### src/rtl/stopwatch_ctrl.sv
// Stopwatch control stage: debounces the three push keys and sequences the
// timer chain (count enable, clear pulse, lap-freeze display path).
module stopwatch_ctrl #(
    parameter int DEB_CYCLES = 1_000_000,
    parameter int DIGITS     = 3
) (
    input  logic                clk,
    input  logic                aclr,
    input  logic                key_start_n,
    input  logic                key_lap_n,
    input  logic                key_clear_n,
    input  logic                tick,
    input  logic [4*DIGITS-1:0] bcd_in,
    output logic                cnt_en,
    output logic                cnt_clr,
    output logic [4*DIGITS-1:0] bcd_out,
    output logic                running,
    output logic                lap_active
);

    localparam int W  = 4 * DIGITS;
    localparam int CW = (DEB_CYCLES > 1) ? $clog2(DEB_CYCLES) : 1;
    localparam logic [CW-1:0] CNT_MAX = CW'(DEB_CYCLES - 1);

    typedef enum logic [1:0] {
        S_IDLE,
        S_RUN,
        S_LAP,
        S_PAUSE
    } state_t;

    // Key vector bit order: 0 = start, 1 = lap, 2 = clear
    logic [2:0]    keys;
    logic [2:0]    sync1_q;
    logic [2:0]    sync2_q;
    logic [2:0]    deb_q;
    logic [2:0]    deb_d;
    logic [2:0]    deb_prev_q;
    logic [2:0]    press_q;
    logic [CW-1:0] cnt_q [3];
    logic [CW-1:0] cnt_d [3];

    state_t        state_q;
    state_t        state_d;
    logic [W-1:0]  lap_q;
    logic [W-1:0]  lap_d;
    logic          clr_q;
    logic          clr_d;

    logic          ev_start;
    logic          ev_lap;
    logic          ev_clear;

    assign keys = {key_clear_n, key_lap_n, key_start_n};

    always_comb begin
        for (int i = 0; i < 3; i++) begin
            deb_d[i] = deb_q[i];
            cnt_d[i] = '0;
            if (sync2_q[i] != deb_q[i]) begin
                if (cnt_q[i] == CNT_MAX) begin
                    deb_d[i] = sync2_q[i];
                end else begin
                    cnt_d[i] = cnt_q[i] + CW'(1);
                end
            end
        end
    end

    always_ff @(posedge clk) begin
        if (aclr) begin
            sync1_q    <= 3'b111;
            sync2_q    <= 3'b111;
            deb_q      <= 3'b111;
            deb_prev_q <= 3'b111;
            press_q    <= 3'b000;
            for (int i = 0; i < 3; i++) begin
                cnt_q[i] <= '0;
            end
        end else begin
            sync1_q    <= keys;
            sync2_q    <= sync1_q;
            deb_q      <= deb_d;
            deb_prev_q <= deb_q;
            // Press only on the accepted 1->0 edge; release is silent
            press_q    <= deb_prev_q & ~deb_q;
            for (int i = 0; i < 3; i++) begin
                cnt_q[i] <= cnt_d[i];
            end
        end
    end

    assign ev_start = press_q[0];
    assign ev_lap   = press_q[1];
    assign ev_clear = press_q[2];

    // Priority clear > start > lap; a winner the state ignores drops all events
    always_comb begin
        state_d = state_q;
        lap_d   = lap_q;
        clr_d   = 1'b0;
        if (ev_clear) begin
            if (state_q == S_IDLE || state_q == S_PAUSE) begin
                state_d = S_IDLE;
                clr_d   = 1'b1;
            end
        end else if (ev_start) begin
            unique case (state_q)
                S_IDLE:  state_d = S_RUN;
                S_RUN:   state_d = S_PAUSE;
                S_LAP:   state_d = S_PAUSE;
                S_PAUSE: state_d = S_RUN;
                default: state_d = S_IDLE;
            endcase
        end else if (ev_lap) begin
            if (state_q == S_RUN) begin
                state_d = S_LAP;
                lap_d   = bcd_in;
            end else if (state_q == S_LAP) begin
                state_d = S_RUN;
            end
        end
    end

    always_ff @(posedge clk) begin
        if (aclr) begin
            state_q <= S_IDLE;
            lap_q   <= '0;
            clr_q   <= 1'b1;
        end else begin
            state_q <= state_d;
            lap_q   <= lap_d;
            clr_q   <= clr_d;
        end
    end

    assign running    = (state_q == S_RUN) || (state_q == S_LAP);
    assign lap_active = (state_q == S_LAP);
    assign cnt_en     = tick & running;
    assign cnt_clr    = clr_q;
    assign bcd_out    = lap_active ? lap_q : bcd_in;

endmodule

### config.mk
export PLATFORM = sky130hd
export DESIGN_NAME = stopwatch_ctrl
export DESIGN_NICKNAME = d
export VERILOG_FILES = /design/src/rtl/stopwatch_ctrl.sv
export SDC_FILE = /design/constraint.sdc
export NUM_CORES = 1
export LEC_CHECK = 0
export BUFFER_PORTS_ARGS = -buffer_cell sky130_fd_sc_hd__buf_2
export CORE_MARGIN = 5
export CORE_UTILIZATION = 35
export DETAILED_ROUTE_END_ITERATION = 10
export GPL_TIMING_DRIVEN = 0
export PLACE_DENSITY = 0.58
export SLEW_MARGIN = 20
export SYNTH_ARGS = -nofsm -noshare
export SYNTH_HDL_FRONTEND = slang
export SYNTH_SLANG_ARGS = --single-unit
### constraint.sdc
create_clock -name clk -period 2.3 [get_ports clk]
set_input_delay 0.46 -clock clk [delete_from_list [all_inputs] [get_ports clk]]
set_output_delay 0.46 -clock clk [all_outputs]
set_load 0.03 [all_outputs]
==> results.txt <==
Via density: 4.95
Die Y: 116 um
crit path buf inv count: 3
post-DP HPWL: 5610 um
antenna violations before repair: 0
most frequent cells in the layout: 90 x sky130_fd_sc_hd__dfxtp_1, 57 x sky130_fd_sc_hd__nor2_1, 47 x sky130_fd_sc_hd__nand2_1
detailed-routing iteration count for the pre-antenna-repair pass: 4
IO buf count: 33
number of synthesized flops with an enable pin: 0
number of flip-flops and latches in the synthesized netlist: 90
Layout Area Growth over Synthesis: 17.1%
Final Wtd Congestion: 0.832
Avg Cell Area, Syn: 8.71 um^2
post-detailed-route count of antenna-violating nets: 0
worst hold path type: primary input to flip-flop
Worst Path Class, Setup: flip-flop to output pin
drt initial violations: 122
Critical Path Start Type: flip-flop
final cell count without fillers: 643
worst-path maximum fanout: 10
Total Routed Length: 7720 um
number of warning messages in the yosys log: 0
Floorplan Core Area: 0.0109 mm^2
number of placed instances with taps included: 626
DRC violations left: 0
maximum single-stage delay on the critical path: 350 ps
post-synthesis cell type with the largest combined area: sky130_fd_sc_hd__dfxtp_1
crit path time final: 2180 ps
number of distinct library cells after synthesis: 42
post-route clock skew: 7.18 ps
area enclosed by the die boundary: 0.0135 mm^2
number of H-tree branching levels: 3
share of synthesized area occupied by flip-flops and latches: 45.7%
Die X: 116 um
met1 global-route usage: 15.6%
slew at the pin closest to its max-slew limit: 627 ps
vias in the first global route: 3,110
final total negative setup slack: 0 ps
TritonCTS clock tree: built
Final period util: 95.0%
net switching power of the design: 0.668 mW
FMAX: 0.458 GHz
area occupied by registers: 0.00180 mm^2
total via count after detailed routing: 3,181
Area contributors post-synth: sky130_fd_sc_hd__dfxtp_1 46%, sky130_fd_sc_hd__xnor2_1 7.1%, sky130_fd_sc_hd__nor2_1 5.4%
Std-Cell Rows: 38
CTS buffer count: 9
Cell Int Power: 2.55 mW
met2 Usage GRT: 20.4%
data required time at the worst endpoint: 1840 ps
number of instances in the synthesized netlist: 453
met3 usage: 2.23%
Ports: 34
power per standard cell area: 698 mW/mm^2
Setup crit end kind: output pin
Final Slew Violations: 0
global-route wire length before repair: 13,700 um
share of total power in the clock network: 48.4%
switching part of the total: 20.7%
global-route total usage across every layer: 12.4%
CP max-delay cell: sky130_fd_sc_hd__mux2_2
total nets after synthesis: 476
number of hold-repair buffers added at the cts stage: 0
worst-path cell chain: inv_1 > ha_1 > buf_4 > mux2_2 > buf_2
critical path data arrival time: 1720 ps
proportion of layout cells with a drive suffix above 1: 16.3%
Peak VDD IR: 460 uV
number of setup violations in the final report: 0
Antenna Cells: 0
proportion of register bits with asynchronous set or reset after synthesis: 0%
leading cell type in the layout, fill and taps excluded: sky130_fd_sc_hd__dfxtp_1
# nets final: 521
clock input transition at the sequential cells of the worst setup and hold paths: 70 ps
most instantiated flip-flop cell in the synthesis netlist: sky130_fd_sc_hd__dfxtp_1
effective utilization at floorplan: 36.1%
status: completed
area of the multi-input gates: 0.00200 mm^2
clk_lat worst skew: 330 ps
kind of cell adding the most delay to the critical path: buffers and inverters
fraction of power consumed by sequential logic: 48.7%
static leakage: 1.46 nW
pin count of the biggest net entering global routing: 16
CTS root buffer: sky130_fd_sc_hd__clkbuf_16
detailed-route wire length per cell: 12.0 um
combinational group share of total power: 2.9%
relative slew slack: 57.8%
clock tree buffer depth: 2
share of the synthesized area in the top cell type: 45.7%
CTS sink cnt: 90
RSZ-0062 raised after global routing: false
Fin. Hold Viols: 0
global-route congestion overflow total: 0
synthesized cell area: 0.00395 mm^2
most crowded layer after global routing: met2
Max-cap violations: 0
layout filler cell count: 1,122
## worst paths after layout
path | from | endpoint | slack [ps] | cells past startpoint
max | state_q[0] | bcd_out[6] | 120 | 5
min | key_clear_n | sync1_q[2] | 330 | 2
max reg2reg | cnt_q[0][47] | cnt_q[0][48] | 160 | 5
min reg2reg | sync1_q[1] | sync2_q[1] | 410 | 1
## per-layer routing
| layer | vias to the layer above | part of all wire (%) |
|---|---|---|
| li1 | 1666 | - |
| met1 | 1466 | 48 |
| met2 | 39 | 46 |
| met3 | 10 | 3.3 |
| met4 | 0 | 2.1 |
| met5 | - | 0 |
## synthesized netlist by cell type (2+ instances only)
cell                       instances
sky130_fd_sc_hd__nand3_1          22
sky130_fd_sc_hd__nor4b_1           5
sky130_fd_sc_hd__inv_1            21
sky130_fd_sc_hd__o21ai_0           9
sky130_fd_sc_hd__nor2_1           57
sky130_fd_sc_hd__clkbuf_1         10
sky130_fd_sc_hd__xor2_1           10
sky130_fd_sc_hd__or3b_2            2
sky130_fd_sc_hd__buf_2             2
sky130_fd_sc_hd__nand2_1          47
sky130_fd_sc_hd__and4_1            4
sky130_fd_sc_hd__or3_1            11
sky130_fd_sc_hd__or4b_1            2
sky130_fd_sc_hd__nor2b_1           3
sky130_fd_sc_hd__nor4_1           10
sky130_fd_sc_hd__and3_1            2
sky130_fd_sc_hd__xnor2_1          32
sky130_fd_sc_hd__ha_1              5
sky130_fd_sc_hd__o31ai_1           9
sky130_fd_sc_hd__dfxtp_1          90
sky130_fd_sc_hd__o211ai_1          3
sky130_fd_sc_hd__or2_2            10
sky130_fd_sc_hd__a21oi_1          27
sky130_fd_sc_hd__nor3_1           11
sky130_fd_sc_hd__nand4_1          12
sky130_fd_sc_hd__or4_1             9
sky130_fd_sc_hd__mux2_2           13
## through the flow
stage,instance area [um^2],setup WS [ps],hold WS [ps],utilization [%],power [mW]
after floorplan,3950,260,389,-,1.66
after CTS,4610,3.93,319,42.1,3.27
final,4620,115,330,42.2,3.22
after global routing,4620,21.1,321,42.2,3.35
after global placement,4290,167,392,39.2,1.70
after detailed placement,4290,130,395,39.2,1.70
## registers in the layout, summed over array words and instances (netlist names)
signal and cells:
sync1_q 3, cnt_clr 1, deb_prev_q 3, state_q 2, cnt_q 60, deb_q 3
lap_q 12, sync2_q 3, press_q 3
## final cells by class
cell class	instances	share of cell area (%)
flip-flops and latches	90	39.0
multi-input cells	328	43.4
clock inverters	6	1.98
repair buffers	34	3.74
clock buffers	10	4.96
well taps	140	3.79
plain buffers	14	1.46
inverters	21	1.71
## logic make-up (layout without fill, tap and decap cells)
group / Yosys count / after routing / share of synthesized area, %
compound gates: 53 / 53 / 8.12
fa+ha+maj: 5 / 5 / 1.59
mux: 14 / 14 / 3.96
buf+inv: 35 / 85 / 3.58
simple gates: 214 / 214 / 27.8
xor+xnor: 42 / 42 / 9.32
flops: 90 / 90 / 45.7
## timing repair
item | 4_1_cts | 5_1_grt
endpoints found under the setup margin | 10 | 31
pin swaps | 0 | 1
buffers inserted | 0 | 1
gates resized for setup | 1 | 4
## power by group through the flow
stage	sequential, mW	clock (mW)	combinational, mW
5_1_grt	1.57	1.68	0.103
2_1_floorplan	1.61	0	0.0557
3_5_place_dp	1.60	0	0.0955
3_3_place_gp	1.60	0	0.0955
6_report	1.57	1.56	0.0940
4_1_cts	1.57	1.61	0.0962
(Power assumes the default switching activity.)
